===== config.mk =====
export PLATFORM = sky130hd
export DESIGN_NAME = decode_stage
export DESIGN_NICKNAME = d
export VERILOG_FILES = /design/src/rtl/decode_stage.sv
export SDC_FILE = /design/constraint.sdc
export NUM_CORES = 1
export LEC_CHECK = 0
export CORE_ASPECT_RATIO = 2
export CORE_MARGIN = 2
export CORE_UTILIZATION = 41
export CTS_CLUSTER_SIZE = 25
export DETAILED_ROUTE_END_ITERATION = 7
export PLACE_DENSITY = 0.87
export SYNTH_ARGS = -nofsm -noshare
export SYNTH_HDL_FRONTEND = slang
export SYNTH_SLANG_ARGS = --single-unit

===== constraint.sdc =====
create_clock -name clock -period 1.88 [get_ports clock]
set_input_delay 0.282 -clock clock [delete_from_list [all_inputs] [get_ports clock]]
set_output_delay 0.282 -clock clock [all_outputs]
set_load 0.02 [all_outputs]

===== src/rtl/decode_stage.sv =====
// RV32I decode stage: register read with writeback bypass, immediate generation,
// control decode, load-use hazard detection and the registered ID/EX entry.
module decode_stage #(
  parameter int unsigned ADDRESS_WIDTH = 5,
  parameter int unsigned DATA_WIDTH    = 32
) (
  input  logic                     clock,
  input  logic                     reset,
  input  logic                     IF_VALID,
  input  logic [31:0]              INSTRUCTION,
  input  logic [DATA_WIDTH-1:0]    PC_IN,
  output logic [ADDRESS_WIDTH-1:0] READ_ADDRESS_1,
  output logic [ADDRESS_WIDTH-1:0] READ_ADDRESS_2,
  input  logic [DATA_WIDTH-1:0]    READ_DATA_1,
  input  logic [DATA_WIDTH-1:0]    READ_DATA_2,
  input  logic                     WB_REGWRITE,
  input  logic [ADDRESS_WIDTH-1:0] WB_ADDRESS,
  input  logic [DATA_WIDTH-1:0]    WB_DATA,
  input  logic                     EX_READY,
  input  logic                     FLUSH,
  output logic                     STALL_IF,
  output logic                     EX_VALID,
  output logic [DATA_WIDTH-1:0]    EX_PC,
  output logic [DATA_WIDTH-1:0]    EX_RS1_DATA,
  output logic [DATA_WIDTH-1:0]    EX_RS2_DATA,
  output logic [DATA_WIDTH-1:0]    EX_IMM,
  output logic [ADDRESS_WIDTH-1:0] EX_RS1,
  output logic [ADDRESS_WIDTH-1:0] EX_RS2,
  output logic [ADDRESS_WIDTH-1:0] EX_RD,
  output logic [6:0]               EX_OPCODE,
  output logic [2:0]               EX_FUNCT3,
  output logic                     EX_FUNCT7B5,
  output logic                     EX_REGWRITE,
  output logic                     EX_MEMREAD,
  output logic                     EX_MEMWRITE,
  output logic                     EX_ILLEGAL
);

  localparam logic [6:0] OpLoad   = 7'b0000011;
  localparam logic [6:0] OpImm    = 7'b0010011;
  localparam logic [6:0] OpJalr   = 7'b1100111;
  localparam logic [6:0] OpStore  = 7'b0100011;
  localparam logic [6:0] OpBranch = 7'b1100011;
  localparam logic [6:0] OpLui    = 7'b0110111;
  localparam logic [6:0] OpAuipc  = 7'b0010111;
  localparam logic [6:0] OpJal    = 7'b1101111;
  localparam logic [6:0] OpReg    = 7'b0110011;

  logic [6:0]               opcode;
  logic [ADDRESS_WIDTH-1:0] rs1, rs2, rd;
  logic signed [31:0]       imm;
  logic                     regwrite, memread, memwrite, illegal, use_rs1, use_rs2;
  logic [DATA_WIDTH-1:0]    rs1_data, rs2_data;
  logic                     hazard, load_ok;

  logic                     ex_valid_q, ex_funct7b5_q;
  logic                     ex_regwrite_q, ex_memread_q, ex_memwrite_q, ex_illegal_q;
  logic [DATA_WIDTH-1:0]    ex_pc_q, ex_rs1_data_q, ex_rs2_data_q, ex_imm_q;
  logic [ADDRESS_WIDTH-1:0] ex_rs1_q, ex_rs2_q, ex_rd_q;
  logic [6:0]               ex_opcode_q;
  logic [2:0]               ex_funct3_q;

  assign opcode         = INSTRUCTION[6:0];
  assign rs1            = ADDRESS_WIDTH'(INSTRUCTION[19:15]);
  assign rs2            = ADDRESS_WIDTH'(INSTRUCTION[24:20]);
  assign rd             = ADDRESS_WIDTH'(INSTRUCTION[11:7]);
  assign READ_ADDRESS_1 = rs1;
  assign READ_ADDRESS_2 = rs2;

  always_comb begin
    imm      = '0;
    regwrite = 1'b0;
    memread  = 1'b0;
    memwrite = 1'b0;
    illegal  = 1'b0;
    use_rs1  = 1'b0;
    use_rs2  = 1'b0;
    case (opcode)
      OpLoad, OpImm, OpJalr: begin
        imm      = {{20{INSTRUCTION[31]}}, INSTRUCTION[31:20]};
        regwrite = 1'b1;
        memread  = (opcode == OpLoad);
        use_rs1  = 1'b1;
      end
      OpStore: begin
        imm      = {{20{INSTRUCTION[31]}}, INSTRUCTION[31:25], INSTRUCTION[11:7]};
        memwrite = 1'b1;
        use_rs1  = 1'b1;
        use_rs2  = 1'b1;
      end
      OpBranch: begin
        imm     = {{19{INSTRUCTION[31]}}, INSTRUCTION[31], INSTRUCTION[7],
                   INSTRUCTION[30:25], INSTRUCTION[11:8], 1'b0};
        use_rs1 = 1'b1;
        use_rs2 = 1'b1;
      end
      OpLui, OpAuipc: begin
        imm      = {INSTRUCTION[31:12], 12'b0};
        regwrite = 1'b1;
      end
      OpJal: begin
        imm      = {{11{INSTRUCTION[31]}}, INSTRUCTION[31], INSTRUCTION[19:12],
                    INSTRUCTION[20], INSTRUCTION[30:21], 1'b0};
        regwrite = 1'b1;
      end
      OpReg: begin
        regwrite = 1'b1;
        use_rs1  = 1'b1;
        use_rs2  = 1'b1;
      end
      default: illegal = 1'b1;
    endcase
  end

  // x0 reads as zero; otherwise a same-cycle writeback overrides the register file.
  always_comb begin
    rs1_data = READ_DATA_1;
    rs2_data = READ_DATA_2;
    if (rs1 == '0) rs1_data = '0;
    else if (WB_REGWRITE && WB_ADDRESS == rs1) rs1_data = WB_DATA;
    if (rs2 == '0) rs2_data = '0;
    else if (WB_REGWRITE && WB_ADDRESS == rs2) rs2_data = WB_DATA;
  end

  assign hazard   = IF_VALID & ex_valid_q & ex_memread_q & (ex_rd_q != '0) &
                    ((use_rs1 & (ex_rd_q == rs1)) | (use_rs2 & (ex_rd_q == rs2)));
  assign load_ok  = IF_VALID & ~hazard;
  assign STALL_IF = reset & IF_VALID & ~FLUSH & (hazard | ~EX_READY);

  always_ff @(posedge clock or negedge reset) begin
    if (!reset) begin
      ex_valid_q    <= 1'b0;
      ex_pc_q       <= '0;
      ex_rs1_data_q <= '0;
      ex_rs2_data_q <= '0;
      ex_imm_q      <= '0;
      ex_rs1_q      <= '0;
      ex_rs2_q      <= '0;
      ex_rd_q       <= '0;
      ex_opcode_q   <= '0;
      ex_funct3_q   <= '0;
      ex_funct7b5_q <= 1'b0;
      ex_regwrite_q <= 1'b0;
      ex_memread_q  <= 1'b0;
      ex_memwrite_q <= 1'b0;
      ex_illegal_q  <= 1'b0;
    end else if (FLUSH) begin
      ex_valid_q    <= 1'b0;
      ex_regwrite_q <= 1'b0;
      ex_memread_q  <= 1'b0;
      ex_memwrite_q <= 1'b0;
      ex_illegal_q  <= 1'b0;
    end else if (EX_READY) begin
      ex_valid_q    <= load_ok;
      ex_regwrite_q <= load_ok & regwrite;
      ex_memread_q  <= load_ok & memread;
      ex_memwrite_q <= load_ok & memwrite;
      ex_illegal_q  <= load_ok & illegal;
      ex_pc_q       <= PC_IN;
      ex_rs1_data_q <= rs1_data;
      ex_rs2_data_q <= rs2_data;
      ex_imm_q      <= DATA_WIDTH'(imm);
      ex_rs1_q      <= rs1;
      ex_rs2_q      <= rs2;
      ex_rd_q       <= rd;
      ex_opcode_q   <= opcode;
      ex_funct3_q   <= INSTRUCTION[14:12];
      ex_funct7b5_q <= INSTRUCTION[30];
    end
  end

  assign EX_VALID    = ex_valid_q;
  assign EX_PC       = ex_pc_q;
  assign EX_RS1_DATA = ex_rs1_data_q;
  assign EX_RS2_DATA = ex_rs2_data_q;
  assign EX_IMM      = ex_imm_q;
  assign EX_RS1      = ex_rs1_q;
  assign EX_RS2      = ex_rs2_q;
  assign EX_RD       = ex_rd_q;
  assign EX_OPCODE   = ex_opcode_q;
  assign EX_FUNCT3   = ex_funct3_q;
  assign EX_FUNCT7B5 = ex_funct7b5_q;
  assign EX_REGWRITE = ex_regwrite_q;
  assign EX_MEMREAD  = ex_memread_q;
  assign EX_MEMWRITE = ex_memwrite_q;
  assign EX_ILLEGAL  = ex_illegal_q;

endmodule


==> results.json, run 1 <==
{
  "hold_viol": 0,
  "syn_area_mm2": 0.00719,
  "synth_ff_type": "dfrtp_1",
  "violations": "setup timing",
  "slowest_delay_ps": 460,
  "core_area_mm2": 0.0172,
  "cap_violations": 0,
  "min_path_type": "in -> reg",
  "synth_edf_count": 0,
  "drv_slew": 0,
  "worst_slew_pin_slew_ps": 840,
  "critical_path_buf_inv_count": 1,
  "power.static_leakage_nw": 5.42,
  "hold_ws_ps": 152,
  "hold_start": "INSTRUCTION[0]",
  "outcome": "finished, violations left",
  "switchingPower_w": 0.00307,
  "crit_path_end_kind": "output pin",
  "grt_max_degree": 95,
  "path_delay_family": "flip-flops",
  "min_to": "EX_OPCODE[0]",
  "r2r_start": "EX_RD[2]",
  "cts_tree": "built",
  "antenna_found_initial": 1,
  "insertion_delay_ps": 430,
  "vias": 7326,
  "yosysSeqAreaShare_pct": 55.3,
  "fill_cells": 1221,
  "path_clk_slew_ps": 60,
  "start_util_pct": 41.8,
  "clock-sinks": 159,
  "clockPowerShare_pct": 36.1,
  "drt_iter0_markers": 335,
  "drive_gt1_share_pct": 12.5,
  "ys_warn_count": 0,
  "r2r_slack_ps": 210,
  "swShare_pct": 29.5,
  "avgSynthCellArea_um2": 9.59,
  "wl_per_cell_um": 21.1,
  "dieArea_mm2": 0.0187,
  "die-height_um": 191,
  "tns_ps": -359,
  "grt_pass1_vias": 7479,
  "hpwlAfterDp_um": 20800,
  "holdPathStages": 3,
  "r2r_cells": 6,
  "htree_levels": 4,
  "p_seq_share_pct": 38.6,
  "wl_um": 28800,
  "arrival_ps": 1940,
  "final_common_cell": "clkdlybuf4s50_1",
  "ioPinCount": 341,
  "final_cell_mix": "clkdlybuf4s50_1, nand2_1, dfrtp_1",
  "worst_r2r_endpoint": "EX_MEMREAD",
  "numPortBuffers": 340,
  "p_int_w": 0.00733,
  "first_pass_iters": 5,
  "setup_ws_ps": -339,
  "place.gp.congestion": 0.988,
  "drc": 0,
  "rsz0062_at_grt": "yes",
  "vdd_drop_max_mv": 0.633,
  "cts_inserted_buffers": 17,
  "setup_viol": 3,
  "ys_async_sr_fraction_pct": 100,
  "ys_types": 44,
  "std_cell_rows": 68,
  "timing.final.crit_share_pct": 118,
  "syn_nets": 921,
  "die_w_um": 97.7,
  "cp_slowest_cell": "dfrtp_2",
  "grt_usage_pct": 30.4,
  "fin_crit_ps": 2220,
  "nets": 1314,
  "syn2layout_area_growth_pct": 69.9,
  "crit_path_start_kind": "flip-flop",
  "crit_type": "reg -> out",
  "critPathMaxFanout": 4,
  "pwr_density_cell_mw_per_mm2": 851,
  "ant_nets": 0,
  "fmax_mhz": 451,
  "cts-root-buf": "clkbuf_16",
  "slew_headroom_pct": 44.0,
  "synthCells": 750,
  "grt-ovfl-total": 0,
  "vias_per_cell": 5.36,
  "synth_seq_cells": 159,
  "p_comb_share_pct": 25.3,
  "grt_pass1_wl_um": 43200,
  "path_cells": "xor2_2 -> nor3_2 -> nand4_1 -> a21oi_2 -> o2111a_1 -> buf_6",
  "fin_skew_ps": 5.99,
  "clk_path_buf_depth": 2,
  "required_ps": 1600
}
==> power groups by stage <==
stage               clock network [W]  registers, W  logic [W]
finish                        0.00376       0.00401    0.00263
CTS                           0.00381       0.00400    0.00262
floorplan                           0       0.00450   0.000529
detailed placement                  0       0.00406    0.00258
global placement                    0       0.00404    0.00254
global route                  0.00394       0.00405    0.00278
==> worst max-delay path by stage <==
stage	from	endpoint	slack (ps)	depth (start not counted)
6_report	EX_RD[2]	STALL_IF	-340	6
5_1_grt	EX_RD[2]	STALL_IF	-390	6
4_1_cts	EX_RD[2]	STALL_IF	-320	6
3_5_place_dp	INSTRUCTION[0]	STALL_IF	-790	7
3_3_place_gp	INSTRUCTION[0]	STALL_IF	-750	7
2_1_floorplan	INSTRUCTION[2]	STALL_IF	9	6
==> cell families (layout without fill, tap and decap cells) <==
| kind of cell | Yosys count | in the layout | share of synthesized area (%) |
|---|---|---|---|
| xor gates and xnor gates | 20 | 20 | 2.44 |
| DFF | 159 | 159 | 55.3 |
| AOI/OAI and AO/OA | 122 | 122 | 10.1 |
| muxes | 64 | 64 | 8.91 |
| and+or+nand+nor | 326 | 326 | 18.6 |
| other | 0 | 1 | 0 |
| buffers and inverters | 59 | 465 | 4.58 |
==> final cells by class <==
cell class	count	area, µm²	area share [%]
inverters	4	15.0	0.123
diodes	1	2.50	0.0205
flip-flops and latches	159	3980	32.6
repair buffers	429	4350	35.6
clock inverters	15	206	1.69
multi-input cells	532	2970	24.3
well taps	210	263	2.15
clock buffers	17	425	3.48
==> synthesized netlist by cell type (2+ instances only) <==
| cell | number | area [µm²] |
|---|---|---|
| nand4_1 | 2 | 12.5 |
| o211ai_1 | 6 | 45.0 |
| o41ai_1 | 2 | 17.5 |
| o31ai_1 | 3 | 22.5 |
| mux2i_1 | 64 | 641 |
| a21oi_1 | 10 | 50.1 |
| buf_6 | 7 | 78.8 |
| a31oi_1 | 3 | 18.8 |
| xnor2_1 | 6 | 52.6 |
| nor3_1 | 5 | 25.0 |
| nor4_1 | 2 | 12.5 |
| nor2b_1 | 2 | 12.5 |
| and3_1 | 5 | 31.3 |
| a22o_1 | 5 | 43.8 |
| nor2_1 | 16 | 60.1 |
| or4_1 | 2 | 15.0 |
| o21ai_1 | 2 | 10.0 |
| o21ai_0 | 79 | 395 |
| inv_1 | 4 | 15.0 |
| buf_4 | 11 | 82.6 |
| buf_2 | 5 | 25.0 |
| clkbuf_1 | 24 | 90.1 |
| clkbuf_2 | 6 | 30.0 |
| buf_1 | 2 | 7.51 |
| dfrtp_1 | 159 | 3980 |
| nand2_1 | 272 | 1020 |
| nand3_1 | 13 | 65.1 |
| a221oi_1 | 4 | 35.0 |
| xor2_1 | 14 | 123 |
==> metal layers <==
metal	part of all wire [%]	track usage, %
met1	34	32.3
met2	55	56.2
met3	5.8	5.85
met4	4.8	15.8
met5	0	0
==> registers in the layout, summed over array words and instances (netlist names) <==
register     flops
EX_RD            5
EX_MEMREAD       1
EX_RS1           5
EX_MEMWRITE      1
EX_FUNCT3        3
EX_IMM          32
EX_ILLEGAL       1
EX_PC           32
EX_FUNCT7B5      1
EX_RS1_DATA     32
EX_OPCODE        7
EX_VALID         1
EX_RS2_DATA     32
EX_REGWRITE      1
EX_RS2           5
==> tightest hold or removal path, cell delays in order <==
cell and delay (ps):
dlymetal6s2s_1 140, nand2_1 70, nand2_1 50
==> timing repair <==
action / 4_1_cts / 5_1_grt
gates cloned: 4 / 0
setup buffers: 4 / 4
gates resized for setup: 35 / 13
endpoints found under the setup margin: 45 / 27
hold buffers: 1 / 0
hold endpoints to repair: 75 / 0
pin swaps: 7 / 4
==> metrics by stage <==
stage          power [W]  instances  setup WS, ps  util, %  area, µm²
6_report          0.0104       1367          -339     71.1      12200
5_1_grt           0.0108       1367          -393     71.1      12200
4_1_cts           0.0104       1362          -318     70.6      12100
3_5_place_dp     0.00665       1321          -786     65.7      11300
3_3_place_gp     0.00658       1321          -745     65.7      11300
2_1_floorplan    0.00503        750          9.09        -       7190
(Power assumes the default switching activity.)
==> run 2: changes to the inputs <==
==> constraint.sdc (replaced) <==
create_clock -name clock -period 1.88 [get_ports clock]
set_input_delay 0.376 -clock clock [delete_from_list [all_inputs] [get_ports clock]]
set_output_delay 0.376 -clock clock [all_outputs]
set_load 0.02 [all_outputs]
==> run 2 against run 1 <==
Against the previous run: the run still ends with setup timing left; global-route usage down 0.45 points; clock power shrank 5.3%; cell count about the same; die area unchanged; sequential share of layout area is 0.14 points higher; worst hold slack worse by 52 ps; largest power group unchanged; cell area fell by 0.45%; clock skew increased by 1.4 ps; largest cell class unchanged.
==> results.json, run 2 (same netlist as run 1, synthesis figures left out) <==
{
  "outcome": "finished, violations left",
  "violations": "setup timing",
  "multi_input_area_mm2": 0.00299,
  "fmax_mhz": 428,
  "final_cell_mix": "clkdlybuf4s50_1, nand2_1, dfrtp_1",
  "use_met2_pct": 53.6,
  "timing.final.crit_share_pct": 124,
  "place_area_mm2": 0.0113,
  "core_area_mm2": 0.0172,
  "grtUsageMet3_pct": 6.62,
  "drive_gt1_share_pct": 12.8,
  "numPortBuffers": 340,
  "worst_slew_pin_slew_ps": 924,
  "crit_type": "in -> out",
  "start_util_pct": 41.8,
  "arrival_ps": 1960,
  "rsz0062_at_grt": "yes",
  "syn2layout_area_growth_pct": 69.1,
  "fill_cells": 1235,
  "drv_slew": 0,
  "cts_tree": "built",
  "vdd_drop_max_mv": 0.766,
  "ioPinCount": 341,
  "first_pass_iters": 5,
  "insertion_delay_ps": 420,
  "die-height_um": 191,
  "required_ps": 1500,
  "crit_path_start_kind": "primary input",
  "grt_max_degree": 160,
  "place.gp.congestion": 0.955,
  "grt_util_met1_pct": 30.8,
  "vias": 7162,
  "wl_per_cell_um": 20.9,
  "clock-sinks": 159,
  "antenna_found_initial": 3,
  "path_clk_slew_ps": 70,
  "grt-ovfl-total": 0,
  "fin_skew_ps": 7.43,
  "drc": 0,
  "setup_viol": 11,
  "power.static_leakage_nw": 5.44,
  "std_cell_rows": 68,
  "vias_per_cell": 5.24,
  "final_common_cell": "clkdlybuf4s50_1",
  "dieArea_mm2": 0.0187,
  "fin_crit_ps": 2340,
  "nets": 1311,
  "hpwlAfterDp_um": 20700,
  "fin_area_mm2": 0.0122,
  "cts-root-buf": "clkbuf_16",
  "hold_viol": 0,
  "regArea_mm2": 0.00398,
  "hold_ws_ps": 101,
  "slew_headroom_pct": 38.4,
  "grt_pass1_wl_um": 42600,
  "htree_levels": 4,
  "setup_ws_ps": -455,
  "cts_inserted_buffers": 17,
  "ant_nets": 0,
  "busiest_layer": "met2",
  "wl_um": 28600,
  "min_path_type": "in -> async",
  "drt_iter0_markers": 374,
  "critPathMaxFanout": 2,
  "clk_path_buf_depth": 2,
  "grt_usage_pct": 29.9,
  "grt_pass1_vias": 7578,
  "cap_violations": 0,
  "pwr_density_cell_mw_per_mm2": 838,
  "die_w_um": 97.7,
  "crit_path_end_kind": "output pin"
}
-- run 2: cell count changes in the layout (fill, tap and decap cells not counted), sizes merged --
cell	before	now
inv	10	4
clkinv	3	4
dlymetal6s2s	3	4
buf	89	88
bufbuf	1	0
clkdlybuf4s50	321	307
bufinv	4	3
clkbuf	17	22
clkdlybuf4s15	0	1
clkinvlp	2	3
dlygate4sd2	14	26
dlygate4sd3	1	0
diode	1	3
-- run 2: cell type report --
type | count | area share [%]
Antenna cell | 3 | 0.0617
Clock buffer | 22 | 3.82
Clock inverter | 10 | 1.12
Inverter | 4 | 0.123
Multi-Input combinational cell | 532 | 24.6
Sequential cell | 159 | 32.7
Tap cell | 210 | 2.16
Timing Repair Buffer | 426 | 35.4
-- run 2: worst max-delay path, cell delays in order --
cell and delay [ps]:
clkdlybuf4s50_1 500, nor2b_2 180, a21oi_1 90, a211o_1 320, a21oi_2 150, o2111a_2 210
buf_6 120
-- run 2: path summary, 6_finish.rpt --
check / endpoint / slack, ps / startpoint / cells past startpoint
min: EX_IMM[10] / 100 / reset / 2
min in group clock: EX_OPCODE[3] / 370 / INSTRUCTION[3] / 3
max in group asynchronous: EX_RS2_DATA[15] / 1040 / reset / 2
max: STALL_IF / -460 / INSTRUCTION[5] / 7
min reg2reg: EX_PC[7] / 470 / EX_PC[7] / 2
max reg2reg: EX_MEMREAD / 220 / EX_RD[1] / 5
-- run 2: metrics by stage --
step                      total power (W)  std cells  TNS [ps]  setup slack, ps  util, %
after floorplan                   0.00503        750     -57.4            -57.4        -
after global placement            0.00657       1320    -43180             -994     65.6
after detailed placement          0.00664       1320    -48250            -1040     65.6
after CTS                          0.0102       1360      -438             -438     70.3
after global routing               0.0106       1366      -840             -498     70.8
final                              0.0102       1366      -730             -455     70.8
-- run 2: where the power goes --
| part | switching, W | leakage, nW | internal, W | total [W] |
|---|---|---|---|---|
| Combinational | 0.00133 | 3.13 | 0.00128 | 0.00261 |
| Sequential | 0.000226 | 2.02 | 0.00379 | 0.00401 |
| Clock | 0.00141 | 0.286 | 0.00216 | 0.00356 |
-- run 2: per-layer routing --
layer	wire [µm]	part of all wire [%]
met1	9600	34
met2	15200	53
met3	1890	6.6
met4	1850	6.5
met5	0	0
-- run 2: repair_timing --
item,in CTS,in global routing
buffers inserted,4,3
hold buffers,0,0
setup endpoints to repair,82,57
gates resized for setup,57,21
pin swaps,11,7
cloned,4,0
